File: config.mk
export PLATFORM = sky130hd
export DESIGN_NAME = fp_compare_issue_flat
export DESIGN_NICKNAME = d
export VERILOG_FILES = /design/src/rtl/fp_compare_issue_if.sv /design/src/rtl/fp_compare_issue.sv /design/src/flat_wrapper.sv
export SDC_FILE = /design/constraint.sdc
export NUM_CORES = 1
export LEC_CHECK = 0
export BUFFER_PORTS_ARGS = -buffer_cell sky130_fd_sc_hd__buf_2
export CORE_MARGIN = 5
export CORE_UTILIZATION = 26
export CTS_CLUSTER_DIAMETER = 120
export DETAILED_ROUTE_END_ITERATION = 6
export HOLD_SLACK_MARGIN = 0.03
export PLACE_DENSITY = 0.59
export SYNTH_ARGS = -nofsm -noshare
export SYNTH_HDL_FRONTEND = slang
export SYNTH_SLANG_ARGS = --single-unit
File: constraint.sdc
create_clock -name clk -period 2.3 [get_ports clk]
set_input_delay 0.46 -clock clk [delete_from_list [all_inputs] [get_ports clk]]
set_output_delay 0.46 -clock clk [all_outputs]
set_load 0.01 [all_outputs]
File: src/rtl/fp_compare_issue_if.sv
// Compare-op type plus the issue/compare/writeback signal bundle of fp_compare_issue.
// slave = controller side, master = environment (issue stage, fp_compare, writeback).
package fp_compare_issue_pkg;
  typedef enum logic [1:0] {
    CMP_LT = 2'd0,
    CMP_LE = 2'd1,
    CMP_EQ = 2'd2
  } fp_cmp_t;
endpackage

interface fp_compare_issue_if #(
  parameter int W     = 32,
  parameter int TAG_W = 6
);
  logic                          in_valid;
  logic                          in_ready;
  logic [W-1:0]                  in_a;
  logic [W-1:0]                  in_b;
  fp_compare_issue_pkg::fp_cmp_t in_type;
  logic [TAG_W-1:0]              in_tag;
  logic [31:0]                   in_pc;

  logic                          cmp_start;
  logic [W-1:0]                  cmp_a;
  logic [W-1:0]                  cmp_b;
  fp_compare_issue_pkg::fp_cmp_t cmp_type;
  logic [31:0]                   cmp_pc;
  logic                          cmp_y;

  logic                          out_valid;
  logic                          out_ready;
  logic [TAG_W-1:0]              out_tag;
  logic                          out_y;
  logic                          out_nv;

  modport slave (
    input  in_valid, in_a, in_b, in_type, in_tag, in_pc, cmp_y, out_ready,
    output in_ready, cmp_start, cmp_a, cmp_b, cmp_type, cmp_pc,
    output out_valid, out_tag, out_y, out_nv
  );

  modport master (
    output in_valid, in_a, in_b, in_type, in_tag, in_pc, cmp_y, out_ready,
    input  in_ready, cmp_start, cmp_a, cmp_b, cmp_type, cmp_pc,
    input  out_valid, out_tag, out_y, out_nv
  );
endinterface

File: src/rtl/fp_compare_issue.sv
// Issue/completion controller for the non-stallable fp_compare pipe, credit-gated by the result queue.
// Define FP_CMP_BYPASS_EN to present a result combinationally (latency D) when the queue is empty.
module fp_compare_issue #(
  parameter int W     = 32,
  parameter int D     = 4,
  parameter int TAG_W = 6,
  parameter int Q     = 4
) (
  input  logic              clk,
  input  logic              reset_n,
  input  logic              flush,
  fp_compare_issue_if.slave bus,
  output logic              busy
);
  localparam int EW = (W == 64) ? 11 : 8;
  localparam int MW = W - 1 - EW;
  localparam int PW = (Q > 1) ? $clog2(Q) : 1;
  localparam int CW = $clog2(Q + 1);
  localparam int IW = $clog2(D + 1);

  typedef struct packed {
    logic [TAG_W-1:0] tag;
    logic             y;
    logic             nv;
  } res_t;

  logic             accept;
  logic             credit_ok;
  logic [IW-1:0]    inflight;
  logic             a_nan, b_nan, a_snan, b_snan;
  logic             f0_acc, nv_acc;
  logic [D-1:0]     sv_q, sv_d, sf0_q, snv_q;
  logic [TAG_W-1:0] stag_q [D];
  res_t             mem_q [Q];
  logic [PW-1:0]    rd_q, rd_d, wr_q, wr_d;
  logic [CW-1:0]    cnt_q, cnt_d;
  logic             done, q_valid, byp, enq, deq;
  res_t             done_res, head;

  function automatic logic [PW-1:0] ptr_inc(input logic [PW-1:0] p);
    return (p == PW'(Q - 1)) ? '0 : p + 1'b1;
  endfunction

  always_comb begin
    inflight = '0;
    for (int i = 0; i < D; i++) inflight = inflight + IW'(sv_q[i]);
  end

  // Credits count ops still in the compare pipe, since that pipe cannot be stalled.
  assign credit_ok    = (int'(inflight) + int'(cnt_q)) < Q;
  assign bus.in_ready = !flush && credit_ok;
  assign accept       = bus.in_valid && bus.in_ready;

  assign bus.cmp_start = accept;
  assign bus.cmp_a     = bus.in_a;
  assign bus.cmp_b     = bus.in_b;
  assign bus.cmp_type  = bus.in_type;
  assign bus.cmp_pc    = bus.in_pc;

  assign a_nan  = (&bus.in_a[W-2 -: EW]) && (|bus.in_a[MW-1:0]);
  assign b_nan  = (&bus.in_b[W-2 -: EW]) && (|bus.in_b[MW-1:0]);
  assign a_snan = a_nan && !bus.in_a[MW-1];
  assign b_snan = b_nan && !bus.in_b[MW-1];
  assign f0_acc = a_nan || b_nan;
  assign nv_acc = (bus.in_type == fp_compare_issue_pkg::CMP_EQ) ? (a_snan || b_snan) : f0_acc;

  always_comb begin
    sv_d = '0;
    if (!flush) begin
      sv_d[0] = accept;
      for (int i = 1; i < D; i++) sv_d[i] = sv_q[i-1];
    end
  end

  always_ff @(posedge clk or negedge reset_n) begin
    if (!reset_n) begin
      sv_q  <= '0;
      sf0_q <= '0;
      snv_q <= '0;
      for (int i = 0; i < D; i++) stag_q[i] <= '0;
    end else begin
      sv_q      <= sv_d;
      sf0_q[0]  <= f0_acc;
      snv_q[0]  <= nv_acc;
      stag_q[0] <= bus.in_tag;
      for (int i = 1; i < D; i++) begin
        sf0_q[i]  <= sf0_q[i-1];
        snv_q[i]  <= snv_q[i-1];
        stag_q[i] <= stag_q[i-1];
      end
    end
  end

  assign done = sv_q[D-1];

  always_comb begin
    done_res.tag = stag_q[D-1];
    done_res.y   = bus.cmp_y & ~sf0_q[D-1];
    done_res.nv  = snv_q[D-1];
  end

  assign q_valid = (cnt_q != '0);
  assign head    = mem_q[rd_q];

`ifdef FP_CMP_BYPASS_EN
  assign byp = done && !q_valid;
`else
  assign byp = 1'b0;
`endif

  assign deq = q_valid && bus.out_ready;
  assign enq = done && !(byp && bus.out_ready);

  always_comb begin
    rd_d  = rd_q;
    wr_d  = wr_q;
    cnt_d = cnt_q;
    if (flush) begin
      rd_d  = '0;
      wr_d  = '0;
      cnt_d = '0;
    end else begin
      if (enq) wr_d = ptr_inc(wr_q);
      if (deq) rd_d = ptr_inc(rd_q);
      cnt_d = cnt_q + CW'(enq) - CW'(deq);
    end
  end

  always_ff @(posedge clk or negedge reset_n) begin
    if (!reset_n) begin
      rd_q  <= '0;
      wr_q  <= '0;
      cnt_q <= '0;
      for (int i = 0; i < Q; i++) mem_q[i] <= '0;
    end else begin
      rd_q  <= rd_d;
      wr_q  <= wr_d;
      cnt_q <= cnt_d;
      if (enq && !flush) mem_q[wr_q] <= done_res;
    end
  end

  assign bus.out_valid = q_valid || byp;
  assign bus.out_tag   = byp ? done_res.tag : head.tag;
  assign bus.out_y     = byp ? done_res.y   : head.y;
  assign bus.out_nv    = byp ? done_res.nv  : head.nv;

  assign busy = (|sv_q) || q_valid;
endmodule

File: src/flat_wrapper.sv
// flat-port wrapper written by rule: the top's interface ports become plain ports
module fp_compare_issue_flat 
#(
  parameter int W     = 32,
  parameter int D     = 4,
  parameter int TAG_W = 6,
  parameter int Q     = 4
)
  (clk, reset_n, flush, busy, bus_in_valid, bus_in_a, bus_in_b, bus_in_type, bus_in_tag, bus_in_pc, bus_cmp_y, bus_out_ready, bus_in_ready, bus_cmp_start, bus_cmp_a, bus_cmp_b, bus_cmp_type, bus_cmp_pc, bus_out_valid, bus_out_tag, bus_out_y, bus_out_nv);
  fp_compare_issue_if #(.W(W), .TAG_W(TAG_W)) bus_i ();
  input  logic clk;
  input  logic reset_n;
  input  logic flush;
  output logic busy;
  input wire logic [$bits(bus_i.in_valid)-1:0] bus_in_valid;
  input wire logic [$bits(bus_i.in_a)-1:0] bus_in_a;
  input wire logic [$bits(bus_i.in_b)-1:0] bus_in_b;
  input wire logic [$bits(bus_i.in_type)-1:0] bus_in_type;
  input wire logic [$bits(bus_i.in_tag)-1:0] bus_in_tag;
  input wire logic [$bits(bus_i.in_pc)-1:0] bus_in_pc;
  input wire logic [$bits(bus_i.cmp_y)-1:0] bus_cmp_y;
  input wire logic [$bits(bus_i.out_ready)-1:0] bus_out_ready;
  output wire logic [$bits(bus_i.in_ready)-1:0] bus_in_ready;
  output wire logic [$bits(bus_i.cmp_start)-1:0] bus_cmp_start;
  output wire logic [$bits(bus_i.cmp_a)-1:0] bus_cmp_a;
  output wire logic [$bits(bus_i.cmp_b)-1:0] bus_cmp_b;
  output wire logic [$bits(bus_i.cmp_type)-1:0] bus_cmp_type;
  output wire logic [$bits(bus_i.cmp_pc)-1:0] bus_cmp_pc;
  output wire logic [$bits(bus_i.out_valid)-1:0] bus_out_valid;
  output wire logic [$bits(bus_i.out_tag)-1:0] bus_out_tag;
  output wire logic [$bits(bus_i.out_y)-1:0] bus_out_y;
  output wire logic [$bits(bus_i.out_nv)-1:0] bus_out_nv;
  assign bus_i.in_valid = bus_in_valid;
  assign bus_i.in_a = bus_in_a;
  assign bus_i.in_b = bus_in_b;
  assign bus_i.in_type = bus_in_type;
  assign bus_i.in_tag = bus_in_tag;
  assign bus_i.in_pc = bus_in_pc;
  assign bus_i.cmp_y = bus_cmp_y;
  assign bus_i.out_ready = bus_out_ready;
  assign bus_in_ready = bus_i.in_ready;
  assign bus_cmp_start = bus_i.cmp_start;
  assign bus_cmp_a = bus_i.cmp_a;
  assign bus_cmp_b = bus_i.cmp_b;
  assign bus_cmp_type = bus_i.cmp_type;
  assign bus_cmp_pc = bus_i.cmp_pc;
  assign bus_out_valid = bus_i.out_valid;
  assign bus_out_tag = bus_i.out_tag;
  assign bus_out_y = bus_i.out_y;
  assign bus_out_nv = bus_i.out_nv;
  fp_compare_issue #(.W(W), .D(D), .TAG_W(TAG_W), .Q(Q)) u_core (.clk(clk), .reset_n(reset_n), .flush(flush), .bus(bus_i), .busy(busy));
endmodule
# Yosys cells after proc, flatten, opt, wreduce, memory -nomap -nowiden
# Cells that the tools add are included.
totals:
  regBits: 75
  inputBits: 110
  out_inout_bits: 110
  wordCells: 79
op_classes:
  n_addsub: 8
  order_cmp: 4
  n_eq_ne: 3
  n_mux: 15
  bitwise: 4
  reduce_logical: 23
op_table:
  columns: ["op", "n"]
  rows:
  - ["$reduce_or A23 Y1", 2]
  - ["$bwmux W32", 1]
  - ["$lt A32 B4 Y1 const B", 1]
  - ["$mux W8", 3]
  - ["$bmux W8 S2", 1]
  - ["$demux W8 S2", 1]
  - ["$reduce_and A8 Y1", 2]
  - ["$mux W2", 6]
  - ["$add A3 B1 Y3", 3]
  - ["$logic_and A1 B1 Y1", 9]
  - ["$eq A2 B2 Y1 const B", 3]
  - ["$ge A3 B3 Y1 const B", 2]
  - ["$not A2 Y3", 2]
  - ["$add A2 B1 Y2 const B", 2]
  - ["$add A3 B3 Y4", 1]
  - ["$mux W4", 1]
  - ["$reduce_bool A2 Y1", 2]
  - ["$reduce_or A4 Y1", 1]
  - ["$logic_not A1 Y1", 3]
  - ["$logic_or A1 B1 Y1", 3]
  - ["$lt A3 B1 Y1 const B", 1]
  - ["$mux W3", 1]
  - ["$reduce_bool A3 Y1", 1]
  - ["$sub A3 B1 Y3", 1]
  - ["4 further kinds", 4]

# Longest topological paths before layout
# Gate-level depths: netlist (run 1).
depth:
  word_depth: 8
  mapped_depth: 10
  mapped_depth_nobuf: 10

# Worst setup path after synthesis (run 1)
# No wires, ideal clock.
synth_path:
  path_kind: "flip-flop to output port"
  from: "register u_core.sv_q[0]"
  to: "output port bus_cmp_start"
  t_arrival_ns: 2.054
  t_required_ns: 1.840
  slack_ns: -0.214
  stages_incl_launch_ff: 11
  path_buffers: 0
  cell_sequence: "dfrtp_1 -> inv_1 -> ha_1 -> inv_1 -> fa_1 -> inv_1 -> ha_1 -> ha_1 -> nor4_1 -> o21a_1 -> and2_1"
synth_via:
  elab_chain_len: 7
synth_lines:
  columns: ["item", "line", "rtl"]
  rows:
  - ["start, declared", "fp_compare_issue.sv:32", "logic [D-1:0] sv_q, sv_d, sf0_q, snv_q;"]
  - ["start signal, assigned", "fp_compare_issue.sv:82", "sv_q <= sv_d;"]
  - ["$add A1 B1 Y2", "fp_compare_issue.sv:46", "for (int i = 0; i < D; i++) inflight = inflight + IW'(sv_q[i]);"]
  - ["$add A3 B1 Y3 (2 in a row)", "fp_compare_issue.sv:46", null]
  - ["$add A3 B3 Y4", "fp_compare_issue.sv:50", "assign credit_ok = (int'(inflight) + int'(cnt_q)) < Q;"]
  - ["$lt A32 B4 Y1", "fp_compare_issue.sv:50", null]
  - ["$logic_and A1 B1 Y1", "fp_compare_issue.sv:51", "assign bus.in_ready = !flush && credit_ok;"]
  - ["named net bus_in_ready", "flat_wrapper.sv:23", "output wire logic [$bits(bus_i.in_ready)-1:0] bus_in_ready;"]
  - ["$logic_and A1 B1 Y1", "fp_compare_issue.sv:52", "assign accept = bus.in_valid && bus.in_ready;"]
  - ["end, declared", "flat_wrapper.sv:24", "output wire logic [$bits(bus_i.cmp_start)-1:0] bus_cmp_start;"]
# The timed path passes the listed nets, and every way through them passes these cells.

# Final worst setup path (run 1)
layout_path:
  from: "register u_core.sv_q[1]"
  to: "output port bus_cmp_start"
layout_via:
  elab_chain_len: 7
layout_lines:
  columns: ["item", "line"]
  rows:
  - ["$add A1 B1 Y2", "fp_compare_issue.sv:46"]
  - ["$add A3 B1 Y3 (2 in a row)", "fp_compare_issue.sv:46"]
  - ["$add A3 B3 Y4", "fp_compare_issue.sv:50"]
  - ["$lt A32 B4 Y1", "fp_compare_issue.sv:50"]
  - ["$logic_and A1 B1 Y1", "fp_compare_issue.sv:51"]
  - ["$logic_and A1 B1 Y1", "fp_compare_issue.sv:52"]
# Every way passes these cells.

==> impl_summary.txt, run 1 <==
----------------------------------------------------
[Placement]
  Last weighted congestion value of the routability-driven placer ... 0.811
  Setup slack at placement ... -0.338 ns
  Placed wire-length estimate ... approximately 7400 um
  Number of input and output port buffers inserted ... around 150

[Synth]
  Avg Synthesized Cell Area ... approximately 12 um2
  Fraction of the mapped netlist area in adder cells ... slightly above 5%
  Synth Register Bits ... 75
  Xor/xnor share of the synthesized area ... less than 1%
  Count of synthesis-stage warnings from yosys ... 0
  Netlist cell types ... 32
  Area fraction in and, or, nand and nor cells after synthesis ... 8.17%
  Area fraction in compound gates after synthesis ... 1.57%
  Share of synthesized area occupied by flip-flops and latches ... about 50%
  Mapped Area ... roughly 3800 um2
  Number of flops mapped to enable cells by yosys ... 0
  Async set-reset flop share out of synthesis ... between 90% and 100%
  Fraction of synthesized area in multiplexers ... a little over an eighth
  Top_reg_cell synth ... sky130_fd_sc_hd__dfrtp_1
  Dominant combinational cell family by area after synthesis ... buffers and inverters
  Post-Syn Nets ... 430
  Synthesized instance count ... 306

[Drt]
  Number of design rule violations left after detail routing ... 0
  Per-cell routed wire length ... about 16 um
  Wirelength, routed ... approximately 9000 um
  Via total after detailed routing ... ~2400
  Detailed-route vias per instance ... ~4.2
  Number of optimization iterations in the first detailed-route pass ... 4
  Remaining antenna violation count ... 0
  Iteration-0 DRC count of the detailed router ... ~100

[Timing]
  Number of setup violations in the final report ... 2
  Fin Clk Skew ... 0.00714 ns
  Slew Viols, Final ... 0
  Relative slew margins ... about two thirds
  Unrepaired setup endpoints after global routing ... yes
  Final-report hold violation count ... 0
  Worst slew pin tran ... between 0.4 and 0.5 ns
  Share of the clock period used by the worst path after layout ... 124%
  Final WS setup ... -0.553 ns
  Max Fclk ... about 0.35 GHz
  Post-route minimum period ... between 2 and 3 ns
  Final setup TNS ... -1.00 ns

[Worst setup path]
  Endpoint required time on the critical path ... 1.84 ns
  Setup crit end kind ... output pin
  WS Path Type ... flop to output pin
  Combined buffer and inverter count along the critical path ... 4
  Data arrival at the endpoint of the critical path ... 2.39 ns
  Critical-path top delay cell ... sky130_fd_sc_hd__dfrtp_1
  Slowest stage delay, CP ... ~0.36 ns
  Crit path launch type ... flop
  Family of cells with the greatest summed delay on the critical path ... adder cells
  Ordered cell list for the critical path ... inv_2, ha_4, inv_2, fa_2, inv_2, ha_4, ha_4, nand2_1, o21a_1, and2_4, buf_6
  Crit. Startpoint ... u_core.sv_q[1]$_DFF_PN0_
  Worst reg2reg path startpoint ... u_core.cnt_q[0]$_DFF_PN0_
  Max Fanout on Critical Path ... 3

[Clock tree]
  Number of sinks driven by the clock tree ... 75
  TritonCTS clock tree ... done
  Clock latency on the worst-skew pair ... 0.32 ns
  Number of CTS-inserted buffers ... 9
  Clock buffer depth ... 2
  Hold-fix buffers, CTS ... 0
  Root buf cell ... sky130_fd_sc_hd__clkbuf_16
  Clock transition time at the flip-flop clock pins of the worst setup and hold paths ... 0.06 ns
  # H-tree levels ... 3

[GRT]
  Residual overflow from global routing ... 0
  Maximum number of pins on one net before global-route repair ... 38
  Antenna violations before repair ... 0
  Wire length of the first global-routing pass ... about 14000 um
  Number of global-route vias before repair ... 2700
  GRT Overall Usage ... between 10% and 20%

[Power]
  Portion of total power attributed to sequential cells ... 39.1%
  Internal power ... approximately 2.8 mW
  Clock power share ... approximately two fifths
  Switching power ... 989 uW
  VDD IR-drop max ... between 0.3 and 0.4 mV
  Comb power frac ... 20.6%
  Leakage dissipation ... around 2.3 nW
  Power density of the placed cells ... around 830 nW/um2
  Proportion of total power due to net switching ... 26.3%

[Run status]
  Status ... finished with violations
  Violated checks ... setup timing

[Finish]
  Signed area change from the synthesized netlist to the final layout ... 20.4%
  Antenna Diode Count ... 0
  Ratio of cells with drive above 1 in the final layout ... 61.6%
  Final core utilization ... a little under a third
  Total Nets Final ... 504
  Sequential cell area ... around 1900 um2
  Area occupied by multi-input gates ... 1160 um2
  Number of inserted filler cells in the final layout ... approximately 1400

[Floorplanning]
  Initial core utilization ... a little over a quarter
  Number of top-level pins ... 220
  Floorplan Core Area ... 14400 um2
  Number of rows created at floorplan ... 44
  Die Height ... 130 um
  Horizontal extent of the die ... between 100 and 150 um
  Die area ... approximately 17000 um2

[Flow run]
  Number of maximum-capacitance violations ... 0

[Min path]
  Worst min path class ... primary input to asynchronous set/reset pin

----------------------------------------------------
per-layer routing:
layer  track usage (%)  wire, um  share of wire, %  up-vias
li1                  -         -                 -     1086
met1              13.1      3430                37     1171
met2              18.2      4670                51      145
met3              3.97       952                10       12
met4              3.67       150               1.6        0
met5                 0         0                 0        -
worst reg2reg max path: cells and delay by family (launching register included):
kind / cells / cell delay (ns)
adders and majority gates: 3 / 0.77
and+or+nand+nor: 3 / 0.54
DFF: 1 / 0.41
buffers and inverters: 3 / 0.16
xor gates and xnor gates: 1 / 0.14
registers in the layout (all words and copies together) (netlist names):
name	flops
u_core.cnt_q	3
u_core.done_res	6
u_core.mem_q	32
u_core.rd_q	2
u_core.sf0_q	4
u_core.snv_q	4
u_core.stag_q	18
u_core.sv_q	4
u_core.wr_q	2
Yosys cell counts, types with 4 or more instances:
cell type                 count  area share (%)
sky130_fd_sc_hd__mux2_2      26             7.8
sky130_fd_sc_hd__o21ai_0      4            0.53
sky130_fd_sc_hd__nand4_1      6             1.0
sky130_fd_sc_hd__nor4_1      11             1.8
sky130_fd_sc_hd__mux4_2       8             4.8
sky130_fd_sc_hd__nor3_1       5            0.67
sky130_fd_sc_hd__nor2_1       8            0.80
sky130_fd_sc_hd__nand2_1     10             1.0
sky130_fd_sc_hd__buf_4       98              20
sky130_fd_sc_hd__ha_1        12             4.0
sky130_fd_sc_hd__nand2_2      4            0.67
sky130_fd_sc_hd__dfrtp_1     75              50
sky130_fd_sc_hd__inv_1       11             1.1
power by group through the flow:
| stage | Sequential [mW] | Combinational [mW] | Clock [mW] |
|---|---|---|---|
| after floorplan | 1.48 | 0.530 | 0 |
| after global placement | 1.49 | 0.716 | 0 |
| after detailed placement | 1.49 | 0.737 | 0 |
| after CTS | 1.47 | 0.771 | 1.56 |
| after global routing | 1.48 | 0.868 | 1.62 |
| final | 1.47 | 0.776 | 1.52 |
cell type report:
| type | instances | share of cell area, % |
|---|---|---|
| Inverter | 11 | 0.914 |
| Tap cell | 184 | 5.10 |
| Clock inverter | 7 | 2.33 |
| Multi-Input combinational cell | 119 | 25.8 |
| Timing Repair Buffer | 164 | 19.4 |
| Clock buffer | 9 | 4.98 |
| Sequential cell | 75 | 41.5 |
stage by stage:
step | hold WS (ns) | total power [mW] | instances | area, um2
after global routing | 0.139 | 3.97 | 569 | 4520
after CTS | 0.115 | 3.80 | 569 | 4500
after global placement | 0.331 | 2.20 | 550 | 4100
after detailed placement | 0.335 | 2.23 | 550 | 4100
final | 0.106 | 3.76 | 569 | 4520
after floorplan | 0.164 | 2.01 | 306 | 3770
path summary, 6_finish.rpt:
check	endpoint	slack (ns)	cells after the start
setup / recovery	bus_cmp_start	-0.55	11
min in group clk	u_core.stag_q[19]$_DFF_PN0_	0.24	1
setup reg to reg	u_core.cnt_q[2]$_DFF_PN0_	0.16	10
hold reg to reg	u_core.stag_q[17]$_DFF_PN0_	0.35	0
max in group asynchronous	u_core.mem_q[21]$_DFFE_PN0P_	1.65	2
hold / removal	u_core.sv_q[2]$_DFF_PN0_	0.11	1
what timing repair did:
item | in CTS | in global routing
endpoints found under the setup margin | 2 | 3
pin swaps | 3 | 1
gates resized for setup | 9 | 3
buffers inserted | 3 | 0
cell usage in the layout (no fill, tap or decap), types with 3 or more instances in the layout:
master	instances
sky130_fd_sc_hd__dfrtp_1	75
sky130_fd_sc_hd__inv_6	3
sky130_fd_sc_hd__nor4_1	10
sky130_fd_sc_hd__mux2_2	26
sky130_fd_sc_hd__ha_4	4
sky130_fd_sc_hd__nand2_1	9
sky130_fd_sc_hd__nor2_1	8
sky130_fd_sc_hd__nand2_2	5
sky130_fd_sc_hd__inv_2	4
sky130_fd_sc_hd__nand4_1	6
sky130_fd_sc_hd__buf_2	149
sky130_fd_sc_hd__ha_1	8
sky130_fd_sc_hd__buf_4	13
sky130_fd_sc_hd__clkbuf_16	9
sky130_fd_sc_hd__nor3_1	5
sky130_fd_sc_hd__o21ai_0	4
sky130_fd_sc_hd__mux4_2	8
sky130_fd_sc_hd__inv_1	7
cell families (layout without fill, tap and decap cells):
family | Yosys count | in the layout
buf+inv | 112 | 191
fa+ha+maj | 14 | 14
flops | 75 | 75
simple gates | 56 | 56
compound gates | 9 | 9
mux | 37 | 37
xor+xnor | 3 | 3
(Power assumes the default switching activity.)
==> run 2: changes to the inputs <==
--- a/config.mk
+++ b/config.mk
@@ -12,6 +12,7 @@
 export DETAILED_ROUTE_END_ITERATION = 6
 export HOLD_SLACK_MARGIN = 0.03
 export PLACE_DENSITY = 0.59
+export SKIP_LAST_GASP = 1
 export SYNTH_ARGS = -nofsm -noshare
 export SYNTH_HDL_FRONTEND = slang
 export SYNTH_SLANG_ARGS = --single-unit
==> constraint.sdc (replaced) <==
create_clock -name clk -period 2.3 [get_ports clk]
set_input_delay 0.46 -clock clk [delete_from_list [all_inputs] [get_ports clk]]
set_output_delay 0.46 -clock clk [all_outputs]
set_load 0.1 [all_outputs]
==> run 2 against run 1 <==
Against the previous run:
- die area did not move
- routed wire length grew 1.5%
- the flow still finishes with violations (setup timing)
- clock power barely moved
- first-iteration DRC count down 2.0%
- core utilization grew 0.48 points
- cell count up 1.1%
==> impl_summary.txt, run 2 (synthesized netlist as in run 1, its figures left out) <==
----------------------------------------------------
[Clock tree]
  Number of sinks driven by the clock tree ... 75 (unchanged)
  Root buf cell ... sky130_fd_sc_hd__clkbuf_16
  Clock buffer depth ... 2 (unchanged)
  Hold-fix buffers, CTS ... 0 (unchanged)
  Clock latency on the worst-skew pair ... 0.32 ns (about the same)
  Number of CTS-inserted buffers ... 9 (unchanged)
  # H-tree levels ... 3 (unchanged)
  TritonCTS clock tree ... done
  Clock transition time at the flip-flop clock pins of the worst setup and hold paths ... 0.06 ns (about the same)

[Floorplanning]
  Number of rows created at floorplan ... 44 (unchanged)
  Initial core utilization ... 26.1% (unchanged)
  Die Height ... 130 um (unchanged)
  Horizontal extent of the die ... 130 um (unchanged)
  Die area ... 16900 um2 (unchanged)
  Floorplan Core Area ... 14400 um2 (unchanged)
  Number of top-level pins ... 220 (unchanged)

[Timing]
  Fin Clk Skew ... 0.00774 ns (+0.000601 ns)
  Final-report hold violation count ... 0 (unchanged)
  Max Fclk ... 0.341 GHz (-2.7%)
  Unrepaired setup endpoints after global routing ... yes
  Final WS setup ... -0.632 ns (-0.0789 ns)
  Post-route minimum period ... 2.93 ns (+0.0789 ns)
  Slew Viols, Final ... 0 (unchanged)
  Worst slew pin tran ... 0.724 ns (+0.235 ns)
  Relative slew margins ... 51.7% (-16 points)
  Number of setup violations in the final report ... 2 (unchanged)
  Share of the clock period used by the worst path after layout ... 127% (+3.4 points)

[Power]
  Overall power of the completed layout ... 4.72 mW (+25%)
  Leakage dissipation ... 2.31 nW (+1.2%)
  Power density of the placed cells ... 1030 nW/um2 (+23%)
  VDD IR-drop max ... 0.541 mV (+43%)

[Finish]
  Final core utilization ... 31.9% (+0.48 points)
  Total Nets Final ... 509 (+0.99%)
  Ratio of cells with drive above 1 in the final layout ... 62.8% (+1.3 points)
  Layout Cell Area excl Fill ... 4590 um2 (+1.5%)
  Most frequent cells in the layout ... sky130_fd_sc_hd__buf_2 (149), sky130_fd_sc_hd__dfrtp_1 (73), sky130_fd_sc_hd__mux2_2 (26), sky130_fd_sc_hd__buf_4 (17), sky130_fd_sc_hd__nor4_1 (10)
  Register ranked first by flip-flop count ... u_core.mem_q
  Most common cell after layout, fill and taps aside ... sky130_fd_sc_hd__buf_2
  Number of flip-flops under the largest register name ... 32 (unchanged)
  Signed area change from the synthesized netlist to the final layout ... 22.2%

[Drt]
  Number of design rule violations left after detail routing ... 0 (unchanged)
  Remaining antenna violation count ... 0 (unchanged)
  Detailed-route vias per instance ... 4.17 (-1.7%)
  Iteration-0 DRC count of the detailed router ... 100 (-2.0%)
  Via total after detailed routing ... 2398 (-0.66%)
  Per-cell routed wire length ... 16.2 um (+0.40%)
  Number of optimization iterations in the first detailed-route pass ... 4 (unchanged)
  Wirelength, routed ... 9340 um (+1.5%)

[GRT]
  GRT Overall Usage ... 11.4% (+0.52 points)
  Wire length of the first global-routing pass ... 15000 um (+4.2%)
  Maximum number of pins on one net before global-route repair ... 32 (-16%)
  Residual overflow from global routing ... 0 (unchanged)
  Number of global-route vias before repair ... 2734 (+1.3%)
  Antenna violations before repair ... 1 (+1)

[Placement]
  Number of input and output port buffers inserted ... 151 (unchanged)
  Placement Cell Area ... 4160 um2 (+1.4%)
  Last weighted congestion value of the routability-driven placer ... 0.799 (-1.6%)
  Placed wire-length estimate ... 7440 um (about the same)

[Worst setup path]
  Worst reg2reg endpoint ... u_core.cnt_q[2]$_DFF_PN0_
  Critical-path top delay cell ... sky130_fd_sc_hd__dfrtp_1
  Combined buffer and inverter count along the critical path ... 4 (unchanged)
  Endpoint required time on the critical path ... 1.84 ns (about the same)
  Setup crit end kind ... output pin
  Slack of the worst reg-to-reg path ... 0.15 ns (about the same)
  Data arrival at the endpoint of the critical path ... 2.47 ns (+0.08 ns)
  Max Fanout on Critical Path ... 3 (unchanged)
  Family of cells with the greatest summed delay on the critical path ... adder cells
  Crit path launch type ... flop
  Worst reg2reg path startpoint ... u_core.cnt_q[2]$_DFF_PN0_
  R2R cell count ... 10 (unchanged)
  WS Path Type ... flop to output pin
  Slowest stage delay, CP ... 0.37 ns (about the same)
  Ordered cell list for the critical path ... inv_2, ha_4, inv_2, fa_2, inv_2, ha_4, ha_4, nor4_4, o21a_4, and2_4, buf_12

[Run status]
  Status ... finished with violations
  Violated checks ... setup timing

[Flow run]
  Number of maximum-capacitance violations ... 0 (unchanged)

[Min path]
  Worst min path class ... primary input to asynchronous set/reset pin

----------------------------------------------------
run 2: cell types whose count changed in the layout (fill, tap and decap cells not counted), sizes merged:
cell	before	now
buf	164	169
clkbuf	9	10
clkinv	0	2
clkinvlp	1	2
diode	0	1
inv	15	11
run 2: power by group:
part           internal (mW)  switching (mW)  leakage, nW
clock network          0.979           0.528        0.155
logic                  0.441            1.29         1.18
registers               1.42          0.0680        0.978
run 2: per-layer routing:
| metal | vias to the layer above | global-route usage [%] | wire length [um] |
|---|---|---|---|
| li1 | 1095 | - | - |
| met1 | 1165 | 12.4 | 3320 |
| met2 | 130 | 21.2 | 5160 |
| met3 | 8 | 3.32 | 710 |
| met4 | 0 | 3.91 | 143 |
| met5 | - | 0 | 0 |
run 2: worst max-delay path by stage:
stage | startpoint | end | slack [ns] | cells past startpoint
after floorplan | u_core.sv_q[1]$_DFF_PN0_ | bus_cmp_start | -0.61 | 10
after global placement | u_core.sv_q[0]$_DFF_PN0_ | bus_cmp_start | -0.35 | 11
after detailed placement | u_core.sv_q[0]$_DFF_PN0_ | bus_cmp_start | -0.42 | 11
after CTS | u_core.sv_q[0]$_DFF_PN0_ | bus_cmp_start | -0.66 | 11
after global routing | u_core.sv_q[0]$_DFF_PN0_ | bus_cmp_start | -0.77 | 11
final | u_core.sv_q[1]$_DFF_PN0_ | bus_cmp_start | -0.63 | 11
run 2: area by class of cell:
class / instances / area, um2
Fill cell: 1440 / 9780
Sequential cell: 75 / 1880
Multi-Input combinational cell: 119 / 1170
Timing Repair Buffer: 169 / 933
Clock buffer: 10 / 239
Tap cell: 184 / 230
Clock inverter: 6 / 88.8
Inverter: 11 / 41.3
Antenna cell: 1 / 2.50
run 2: stage by stage:
step           setup TNS (ns)  setup WS (ns)  hold slack (ns)  instances
2_1_floorplan          -0.966         -0.607            0.164        306
3_3_place_gp           -0.655         -0.345            0.333        550
3_5_place_dp           -0.811         -0.422            0.335        550
4_1_cts                 -1.31         -0.661            0.215        568
5_1_grt                 -1.51         -0.772            0.223        575
6_report                -1.26         -0.632            0.188        575
run 2: worst register-to-register path, stage by stage (launching register included):
cell and delay (ns):
sky130_fd_sc_hd__dfrtp_2 0.43, sky130_fd_sc_hd__or3_4 0.38, sky130_fd_sc_hd__nand2_2 0.10, sky130_fd_sc_hd__inv_1 0.06
sky130_fd_sc_hd__ha_1 0.26, sky130_fd_sc_hd__inv_1 0.05, sky130_fd_sc_hd__ha_1 0.13, sky130_fd_sc_hd__inv_1 0.05
sky130_fd_sc_hd__fa_1 0.37, sky130_fd_sc_hd__xnor2_1 0.15, sky130_fd_sc_hd__nor2_1 0.05
run 2: timing repair:
item                       CTS  global route
setup buffers                2             6
resized for setup            7             3
pin swaps                    4             1
setup endpoints to repair    2             3
==> run 3: changes to the inputs <==
--- a/config.mk
+++ b/config.mk
@@ -12,6 +12,7 @@
 export DETAILED_ROUTE_END_ITERATION = 6
 export HOLD_SLACK_MARGIN = 0.03
 export PLACE_DENSITY = 0.59
+export REMOVE_ABC_BUFFERS = 1
 export SKIP_LAST_GASP = 1
 export SYNTH_ARGS = -nofsm -noshare
 export SYNTH_HDL_FRONTEND = slang
==> run 3 against run 2 <==
Against the previous run:
- the flow still finishes with violations (setup timing)
- worst setup slack worse by 0.048 ns
- global-route usage increased by 0.71 points
- non-clock buffer count is 4 lower
- routed wire length increased by 6.5%
- worst hold slack improved by 0.025 ns
- critical path depth unchanged
- sequential share of layout area up 0.41 points
- count of clock-buffer cells in the layout fell by 1
- largest cell class unchanged
==> impl_summary.txt, run 3 (synthesized netlist as in run 1, its figures left out) <==
----------------------------------------------------
[Worst setup path]
  Crit. Startpoint ... u_core.sv_q[0]$_DFF_PN0_
  Crit path launch type ... flop
  Worst reg2reg path startpoint ... u_core.sv_q[0]$_DFF_PN0_
  Setup crit end kind ... output pin
  WS Path Type ... flop to output pin
  Max Fanout on Critical Path ... 2 (-1)
  Data arrival at the endpoint of the critical path ... 2.52 ns (+0.05 ns)
  Endpoint required time on the critical path ... 1.84 ns (about the same)

[Placement]
  Count of placed standard cells including taps ... 552 (+0.36%)
  Placement Cell Area ... 4150 um2 (-0.24%)
  Number of input and output port buffers inserted ... 151 (unchanged)
  Placed wire-length estimate ... 8020 um (+7.9%)
  Last weighted congestion value of the routability-driven placer ... 0.917 (+15%)

[Finish]
  Number of flip-flops under the largest register name ... 32 (unchanged)
  Number of cells in the finished layout apart from fillers ... 570 (-0.87%)
  Most common cell after layout, fill and taps aside ... sky130_fd_sc_hd__buf_2
  Signed area change from the synthesized netlist to the final layout ... 21.0%
  Final core utilization ... 31.6% (-0.31 points)
  Number of inserted filler cells in the final layout ... 1430 (-0.69%)
  Register ranked first by flip-flop count ... u_core.mem_q
  Most frequent cells in the layout ... sky130_fd_sc_hd__buf_2 (146), sky130_fd_sc_hd__dfrtp_1 (73), sky130_fd_sc_hd__mux2_2 (26), sky130_fd_sc_hd__buf_4 (14), sky130_fd_sc_hd__nor4_1 (10)
  Layout Cell Area excl Fill ... 4540 um2 (-0.98%)
  Total Nets Final ... 505 (-0.79%)
  Ratio of cells with drive above 1 in the final layout ... 62.2% (-0.64 points)
  Antenna Diode Count ... 0 (-1)

[Flow run]
  Number of maximum-capacitance violations ... 0 (unchanged)

[Floorplanning]
  Die Height ... 130 um (unchanged)
  Die area ... 16900 um2 (unchanged)
  Initial core utilization ... 26.1% (unchanged)
  Horizontal extent of the die ... 130 um (unchanged)
  Floorplan Core Area ... 14400 um2 (unchanged)
  Number of top-level pins ... 220 (unchanged)
  Number of rows created at floorplan ... 44 (unchanged)

[GRT]
  Residual overflow from global routing ... 0 (unchanged)
  GRT Overall Usage ... 12.1% (+0.71 points)
  Maximum number of pins on one net before global-route repair ... 34 (+6.3%)
  Antenna violations before repair ... 1 (unchanged)
  Wire length of the first global-routing pass ... 15300 um (+2.1%)
  Number of global-route vias before repair ... 2838 (+3.8%)

[Power]
  Power density of the placed cells ... 997 nW/um2 (-3.1%)
  Leakage dissipation ... 2.28 nW (-1.2%)
  VDD IR-drop max ... 0.337 mV (-38%)

[Timing]
  Number of setup violations in the final report ... 2 (unchanged)
  Slew Viols, Final ... 0 (unchanged)
  Fin Clk Skew ... 0.00459 ns (-0.00315 ns)
  Share of the clock period used by the worst path after layout ... 130% (+2.1 points)
  Final setup TNS ... -1.33 ns (-0.0756 ns)
  Unrepaired setup endpoints after global routing ... yes
  Final WS setup ... -0.680 ns (-0.0481 ns)
  Max Fclk ... 0.336 GHz (-1.6%)
  Post-route minimum period ... 2.98 ns (+0.0481 ns)
  Final-report hold violation count ... 0 (unchanged)
  Relative slew margins ... 47.2% (-4.5 points)
  Worst slew pin tran ... 0.791 ns (+0.0673 ns)

[Drt]
  Number of optimization iterations in the first detailed-route pass ... 4 (unchanged)
  Wirelength, routed ... 9950 um (+6.5%)
  Detailed-route vias per instance ... 4.34 (+4.1%)
  Number of design rule violations left after detail routing ... 0 (unchanged)
  Iteration-0 DRC count of the detailed router ... 43 (-57%)
  Remaining antenna violation count ... 0 (unchanged)
  Via total after detailed routing ... 2475 (+3.2%)
  Per-cell routed wire length ... 17.4 um (+7.5%)

[Clock tree]
  Number of sinks driven by the clock tree ... 75 (unchanged)
  Number of CTS-inserted buffers ... 9 (unchanged)
  Root buf cell ... sky130_fd_sc_hd__clkbuf_16
  TritonCTS clock tree ... done
  Clock transition time at the flip-flop clock pins of the worst setup and hold paths ... 0.06 ns (about the same)
  Clock buffer depth ... 2 (unchanged)
  Clock latency on the worst-skew pair ... 0.33 ns (about the same)
  # H-tree levels ... 3 (unchanged)

[Min path]
  Worst min path class ... primary input to asynchronous set/reset pin

[Run status]
  Violated checks ... setup timing
  Status ... finished with violations

----------------------------------------------------
-- run 3: changes by cell type in the layout (fill, tap and decap cells not counted), sizes merged --
cell,before,now
clkinv,2,3
diode,1,0
inv,11,14
bufinv,2,0
clkinvlp,2,1
clkbuf,10,9
buf,169,165
-- run 3: timing repair --
item | in CTS | in global routing
hold buffers | 0 | 0
pin swaps | 4 | 4
resized for setup | 14 | 7
buffers inserted | 1 | 1
endpoints found under the setup margin | 5 | 9
-- run 3: cell type report --
cell class	count	area, um2	share of cell area [%]
Sequential cell	75	1880	41.4
Inverter	11	41.3	0.909
Clock buffer	9	225	4.96
Multi-Input combinational cell	119	1170	25.8
Timing Repair Buffer	165	936	20.6
Tap cell	184	230	5.07
Clock inverter	7	60.1	1.32
-- run 3: critical path, cell delays in order, from the launching register on --
cell and delay (ns):
sky130_fd_sc_hd__dfrtp_1 0.36, sky130_fd_sc_hd__inv_2 0.06, sky130_fd_sc_hd__ha_4 0.25, sky130_fd_sc_hd__inv_2 0.03
sky130_fd_sc_hd__fa_2 0.32, sky130_fd_sc_hd__inv_2 0.07, sky130_fd_sc_hd__ha_4 0.13, sky130_fd_sc_hd__ha_4 0.19
sky130_fd_sc_hd__nor4_4 0.24, sky130_fd_sc_hd__o21a_1 0.19, sky130_fd_sc_hd__and2_4 0.16, sky130_fd_sc_hd__buf_12 0.16
-- run 3: final timing paths --
check                           cells after the start                     endpoint  slack [ns]
worst min register to register                      0  u_core.stag_q[10]$_DFF_PN0_        0.35
max in group asynchronous                           2   u_core.stag_q[7]$_DFF_PN0_        1.49
worst max-delay path                               11                bus_cmp_start       -0.68
min in group clk                                    1  u_core.stag_q[20]$_DFF_PN0_        0.23
worst min-delay path                                1     u_core.sv_q[0]$_DFF_PN0_        0.21
worst max register to register                     11     u_core.sv_q[0]$_DFF_PN0_        0.11
-- run 3: through the flow --
stage	setup WS, ns	total power, mW	hold slack, ns
after floorplan	-1.48	2.32	0.164
after global placement	-0.393	3.17	0.332
after detailed placement	-0.444	3.18	0.335
after CTS	-0.698	4.54	0.223
after global routing	-0.788	4.74	0.217
final	-0.680	4.53	0.213
-- run 3: power breakdown --
group          switching, mW  leakage [nW]  internal (mW)
Clock                  0.558         0.137          0.746
Combinational           1.29          1.16          0.442
Sequential            0.0774         0.978           1.42
-- run 3: metal layers --
| metal | vias up | track usage (%) | routed length (um) |
|---|---|---|---|
| met5 | - | 2.65 | 7 |
| met2 | 178 | 18.7 | 4700 |
| met3 | 20 | 6.47 | 1170 |
| met1 | 1185 | 13.9 | 3790 |
| met4 | 2 | 5.20 | 274 |
| li1 | 1090 | - | - |
